--- src/rtl/mac_seq_ctrl.sv ---
// mac_seq_ctrl: sequences LEN operand pairs through an external MAC PE and returns the dot product
module mac_seq_ctrl #(
  parameter int REG_WIDTH = 16,
  parameter int LEN_WIDTH = 8
) (
  input  logic                 clk,
  input  logic                 rst_n,
  input  logic                 clear,
  input  logic                 start,
  input  logic [LEN_WIDTH-1:0] len,
  output logic                 busy,
  input  logic                 in_valid,
  output logic                 in_ready,
  input  logic [REG_WIDTH-1:0] in_a,
  input  logic [REG_WIDTH-1:0] in_b,
  output logic [REG_WIDTH-1:0] pe_a,
  output logic [REG_WIDTH-1:0] pe_b,
  output logic [REG_WIDTH-1:0] pe_c,
  input  logic [REG_WIDTH-1:0] pe_sum,
  output logic [LEN_WIDTH-1:0] beat_cnt,
  output logic                 out_valid,
  input  logic                 out_ready,
  output logic [REG_WIDTH-1:0] out_data
);
  localparam logic [1:0] IDLE = 2'd0;
  localparam logic [1:0] RUN  = 2'd1;
  localparam logic [1:0] DONE = 2'd2;
  logic [1:0]           state;
  logic [REG_WIDTH-1:0] acc;
  logic [LEN_WIDTH-1:0] len_q;
  logic                 beat;
  logic                 last;
  // Status, handshake and PE wiring derived from the current state
  always_comb begin
    busy      = state != IDLE;
    in_ready  = state == RUN;
    out_valid = state == DONE;
    out_data  = acc;
    pe_a      = in_a;
    pe_b      = in_b;
    pe_c      = acc;
    beat      = in_valid && in_ready;
    last      = beat_cnt == len_q - LEN_WIDTH'(1);
  end
  // Command FSM, accumulator and beat counter; clear outranks everything but reset
  always_ff @(posedge clk or negedge rst_n) begin
    if (!rst_n) begin
      state    <= IDLE;
      acc      <= '0;
      beat_cnt <= '0;
      len_q    <= '0;
    end else if (clear) begin
      state    <= IDLE;
      acc      <= '0;
      beat_cnt <= '0;
    end else begin
      case (state)
        IDLE: if (start) begin
          acc <= '0;
          if (len != '0) begin
            len_q    <= len;
            beat_cnt <= '0;
            state    <= RUN;
          end else begin
            state <= DONE;
          end
        end
        RUN: if (beat) begin
          acc      <= pe_sum;
          beat_cnt <= beat_cnt + LEN_WIDTH'(1);
          if (last) state <= DONE;
        end
        DONE: if (out_ready) state <= IDLE;
        default: state <= IDLE;
      endcase
    end
  end
endmodule
--- config.mk ---
export PLATFORM = sky130hd
export DESIGN_NAME = mac_seq_ctrl
export DESIGN_NICKNAME = d
export VERILOG_FILES = /design/src/rtl/mac_seq_ctrl.sv
export SDC_FILE = /design/constraint.sdc
export NUM_CORES = 1
export LEC_CHECK = 0
export ABC_AREA = 0
export CAP_MARGIN = 20
export CORE_ASPECT_RATIO = 0.9
export CORE_MARGIN = 10
export CORE_UTILIZATION = 37
export CTS_CLUSTER_DIAMETER = 150
export DETAILED_ROUTE_END_ITERATION = 6
export PLACE_DENSITY = 0.78
export SYNTH_ARGS = -nofsm -noshare
export SYNTH_HDL_FRONTEND = slang
export SYNTH_SLANG_ARGS = --single-unit
--- constraint.sdc ---
create_clock -name clk -period 2.5 [get_ports clk]
set_input_delay 0.25 -clock clk [delete_from_list [all_inputs] [get_ports clk]]
set_output_delay 0.25 -clock clk [all_outputs]
set_load 0.01 [all_outputs]
; ---- Yosys cells after proc, flatten, opt, wreduce, memory -nomap -nowiden
; Index checks and enable logic that the tools add are counted.
[op_classes]
magnitude_cmp = 0
n_bitwise = 1
eq_ne = 8
div_mod_pow = 0
n_reduce_logical = 9
n_shift = 0
mux = 16
mul = 0
n_addsub = 2
[ops]
columns = cell, n
row1 = $mux 16, 3
row2 = $mux 8, 4
row3 = $pmux 16 s2, 1
row4 = $pmux 8 s2, 1
row5 = $mux 2, 6
row6 = $reduce_and 4->1, 3
row7 = $ne 3x2->1 const B, 3
row8 = $add 8x1->8 const B, 1
row9 = $eq 8x8->1, 1
row10 = $reduce_bool 8->1, 1
row11 = $sub 8x1->8 const B, 1
row12 = $ne 3x3->1 const B, 2
row13 = $pmux 2 s3, 1
row14 = $reduce_and 3->1, 1
row15 = $reduce_bool 3->1, 1
row16 = $eq 2x1->1 const B, 1
row17 = $eq 2x2->1 const B, 1
row18 = $logic_not 2->1, 1
row19 = $reduce_bool 2->1, 1
row20 = $logic_and 1x1->1, 1
row21 = $not 1->1, 1
[totals]
memories = 0
reg_bits = 34
word_cells = 40
mem_bits_rw = 0
romBits = 0
output_inout_bits = 75
inputBits = 62
latchBits = 0

; ---- Logic depth before layout (Yosys ltp)
; Gate-level depths: netlist of run 1.
[logic_depth]
word_depth = 6
depth_mapped = 7
depth_no_buf = 7

; ---- Least setup slack after synthesis of run 1
; OpenSTA, ideal clock, no wires.
[synth_timing]
kind = register to register
start = reg len_q[0]
end = reg state[0]
slack_ns = 0.632
setup_time_ns = 0.131
synth_period_minus_slack_ns = 1.868
stages_incl_launch_ff = 8
required_time_ns = 2.369
arrival_ns = 1.738
n_path_buf = 0
path_cell_list = dfrtp_1 inv_1 ha_1 nor3b_2 xnor2_1 or4_1 nor3_1 a31oi_1
[synth_between]
elab_chain_len = 4
[synth_rtl]
columns = item, line_no
row1 = from (decl), 30  ; logic [LEN_WIDTH-1:0] len_q;
row2 = from (signal assigned), 61  ; len_q <= len;
row3 = $sub 8x1->8, 43  ; last = beat_cnt == len_q - LEN_WIDTH'(1);
row4 = $eq 8x8->1, 43
row5 = $ne 3x2->1 (no source line), n/a
row6 = $reduce_and 4->1 (no source line), n/a
row7 = to (signal assigned), 48  ; state <= IDLE;
row8 = to (signal assigned), 53  ; state <= IDLE;
row9 = to (signal assigned), 63  ; state <= RUN;
row10 = to (decl), 28  ; logic [1:0] state;
; No other way between the ends.
; A chain may end at the register's enable or synchronous reset.

; ---- Worst setup path in the final report of run 1
; Same ends and word-level chain as after synthesis.

==> results.toml, run 1 <==
[run_status]
run_status = "completed"

[placed_design]
globalplace.congestion = 0.8505
numPlacedInstances = 328
portBuffers = 72
detailed_place_hpwl_um = 4374

[finish]
n_fill_cell = 515
diodes = 0
ratio_of_cells_with_drive_above_1_in_the_final_layout_pct = 9.398
layout-area-overhead-vs-synth_pct = 24.99
multiInputGateArea_um2 = 903.4
design.final.nets = 329
layout.cells.non_filler = 336
layout.area.seq_um2 = 850.8

[synthesis]
syn_area_per_cell_um2 = 9.073
synth-edff-count = 0
leading_register_cell_type_out_of_synthesis = "sky130_fd_sc_hd__dfrtp_1"
yosysWarnings = 0
synthesis.area_um2 = 2168
synth.yosys.seq_area_share_pct = 39.24
mappedNetlistNets = 303
post_synth_inst_count = 239
ys_types = 41
synth-async-reset-ratio_pct = 100.0
synth_seq_cells = 34

[grt]
top_usage_layer = "met2"
grt_antenna_before_repair = 0
grt_max_degree = 35
grt_remaining_overflow = 0
grt_util_met2_pct = 20.53
grt_first_pass_wirelength_um = 8935
via_count_of_the_first_global_routing_pass = 1798
globalRouteMet1Util_pct = 12.72
grt_use_total_pct = 11.53
globalRouteMet3Util_pct = 3.046

[route]
dr.pass1.iters = 4
via_count = 1667
postRouteWirelength_um = 5515
drt.antenna.violating_nets = 0
detailedRoute.firstIterationViolations = 87
drc = 0
avgViaCountPerCell = 4.961
detail_route.wl_per_cell_um = 16.41

[sta]
final.setup.tns_ns = 0
unrepaired_setup_endpoints_after_global_routing = "false"
period_share_pct = 85.21
report.final.setup_viol = 0
finClkSkew_ns = 0.009874
worst_slew_pin_slew_ns = 0.6811
finalMaxSlewViolations = 0
timing.final.crit_period_ns = 2.130
timing.max_slew.rel_slack_pct = 54.17
hold_slack_ns = 0.3946
timing.fmax_ghz = 0.4694
finalHoldViolCount = 0

[power]
power.density_nw_per_um2 = 556.1
vdd_ir_drop_max_v = 0.0002442
total_leakage_power_nw = 1.093
total_power_mw = 1.507

[clock_network]
cts_tree = "done"
clockRootBuffer = "sky130_fd_sc_hd__clkbuf_8"
clk_pin_slew_worst_paths_ns = 0.08
ctsResizeCount = 0
h_tree_level_count = 2
cts_max_path_buffers = 2
cts_made_buffers = 5
post-cts-setup-buffers = 0
clock_latency_on_the_worst_skew_pair_ns = 0.28
holdBufCountCts = 0
numClockSinks = 34

[worst_setup_path]
timing.critical_path.to_type = "flip-flop"
cpMaxStageDelayCell = "sky130_fd_sc_hd__or4_1"
worst_setup_path_start_kind = "flip-flop"
series_of_cell_instances_along_the_critical_path = "inv_1, ha_1, nor3b_2, xnor2_1, or4_1, nor3_1, a31oi_1"
worst_reg2reg_startpoint = "len_q[0]"
regToRegEndpoint = "state[0]"
cpLargestDelayFamily = "simple AND/OR/NAND/NOR gates"
timing.reg2reg.worst_path_depth = 7
max_stage_delay_ns = 0.57
worst-path-buf-inv = 1
endpoint_required_time_on_the_critical_path_ns = 2.64
startpoint_to_endpoint_class_of_the_critical_path = "reg2reg"
timing.critical_path.arrival_ns = 2.27
r2r_slack_ns = 0.37
worstPathMaxFanout = 6

[die]
die_x_um = 100.7
dieArea_um2 = 9327
core_region_area_um2 = 5693
io-pin-count = 137
floorplan.initialDensity_pct = 38.09
std_cell_rows = 26
vertical_extent_of_the_die_um = 92.63

[run]
maxCapViolations = 0

[min_path]
worst_hold_path_type = "in2async"
-- cells by family (layout without fill, tap and decap cells) --
kind of cell             after synthesis  in the layout  share of synthesized area, %
flip-flops                            34             34                         39.24
multiplexers                           7              7                         4.443
XOR/XNOR                              16             16                         6.463
buffers and inverters                 60             87                         19.22
AO/OA/AOI/OAI                         42             42                         12.18
adder cells (fa/ha/maj)                2              2                         1.154
AND/OR/NAND/NOR                       78             78                         17.31
-- worst max-delay path by stage --
stage	start	to	cells after the start
finish	len_q[0]	state[0]	7
global route	len_q[0]	state[0]	7
CTS	len_q[0]	state[0]	7
detailed placement	len[3]	state[0]	6
global placement	len[3]	state[0]	6
floorplan	len_q[0]	state[0]	7
-- stage by stage --
stage / worst slack, ns / cell area, um^2 / utilization (%)
floorplan: 0.6317 / 2168 / -
global placement: 0.2889 / 2604 / 45.74
detailed placement: 0.2355 / 2604 / 45.74
CTS: 0.3569 / 2710 / 47.60
global route: 0.2085 / 2710 / 47.60
finish: 0.3697 / 2710 / 47.60
-- cells in the final DEF (no fill, tap or decap), types with 3 or more instances in the layout --
master,netlist,final
sky130_fd_sc_hd__clkdlybuf4s50_1,0,72
sky130_fd_sc_hd__a31oi_1,3,3
sky130_fd_sc_hd__a21o_1,3,3
sky130_fd_sc_hd__clkbuf_8,0,5
sky130_fd_sc_hd__dfrtp_1,34,34
sky130_fd_sc_hd__o21ai_0,23,23
sky130_fd_sc_hd__buf_4,49,4
sky130_fd_sc_hd__nor3_1,4,4
sky130_fd_sc_hd__inv_1,3,3
sky130_fd_sc_hd__xor2_1,7,7
sky130_fd_sc_hd__nor4_1,4,4
sky130_fd_sc_hd__mux2_4,5,5
sky130_fd_sc_hd__xnor2_1,9,9
sky130_fd_sc_hd__nor2_1,12,11
sky130_fd_sc_hd__nand2_1,39,39
-- state kept, by name (all words and copies together), names as in the netlist --
register	count
out_data	16
beat_cnt	8
len_q	8
state	2
-- routing by layer --
layer	up-vias	part of all wire, %	routed length [um]
li1	812	-	-
met1	781	36	2000
met2	62	53	2947
met3	12	8.6	475
met4	0	1.7	91
met5	-	0	0
-- layout make-up --
cell class              instances  area share [%]
clock inverters                 1           1.108
multi-input cells             145           33.33
inverters                       3          0.4155
clock buffers                   7           2.816
well taps                      70           3.232
repair buffers                 76           27.70
flip-flops and latches         34           31.39
-- cells in the mapped netlist (2+ instances only) --
cell type / number / share of area, %
sky130_fd_sc_hd__mux2_4: 5 / 3.5
sky130_fd_sc_hd__or2_2: 2 / 0.58
sky130_fd_sc_hd__o2111ai_1: 2 / 0.81
sky130_fd_sc_hd__dfrtp_1: 34 / 39
sky130_fd_sc_hd__clkbuf_1: 7 / 1.2
sky130_fd_sc_hd__nand4b_1: 2 / 0.81
sky130_fd_sc_hd__xor2_1: 7 / 2.8
sky130_fd_sc_hd__inv_1: 3 / 0.52
sky130_fd_sc_hd__a31oi_1: 3 / 0.87
sky130_fd_sc_hd__nor3_1: 4 / 0.92
sky130_fd_sc_hd__o31ai_1: 2 / 0.69
sky130_fd_sc_hd__or3_1: 2 / 0.58
sky130_fd_sc_hd__a21o_1: 3 / 1.0
sky130_fd_sc_hd__nand4_1: 2 / 0.58
sky130_fd_sc_hd__ha_1: 2 / 1.2
sky130_fd_sc_hd__nor2_1: 12 / 2.1
sky130_fd_sc_hd__and3_1: 2 / 0.58
sky130_fd_sc_hd__a21oi_1: 2 / 0.46
sky130_fd_sc_hd__nor2b_1: 2 / 0.58
sky130_fd_sc_hd__buf_4: 49 / 17
sky130_fd_sc_hd__xnor2_1: 9 / 3.6
sky130_fd_sc_hd__nand2_1: 39 / 6.8
sky130_fd_sc_hd__nor4_1: 4 / 1.2
sky130_fd_sc_hd__o21ai_0: 23 / 5.3
-- worst reg2reg max path: cells and delay by family, from the launching register on --
kind / cells / cell delay, ns
AOI/OAI and AO/OA: 1 / 0.11
xor gates and xnor gates: 1 / 0.08
adders and majority gates: 1 / 0.28
buffers and inverters: 1 / 0.10
DFF: 1 / 0.43
and+or+nand+nor: 3 / 1.00
-- power breakdown --
group	switching (mW)	total (mW)	internal [mW]
Clock	0.194	0.492	0.298
Sequential	0.0526	0.646	0.593
Combinational	0.164	0.369	0.205
(Power assumes the default switching activity.)
==> run 2: changes to the inputs <==
--- a/config.mk
+++ b/config.mk
@@ -11,6 +11,7 @@
 export CORE_MARGIN = 10
 export CORE_UTILIZATION = 37
 export CTS_CLUSTER_DIAMETER = 150
+export CTS_CLUSTER_SIZE = 25
 export DETAILED_ROUTE_END_ITERATION = 6
 export PLACE_DENSITY = 0.78
 export SYNTH_ARGS = -nofsm -noshare
==> results of run 2 <==
Final layout, timing and power as in run 1 (identical DEF).
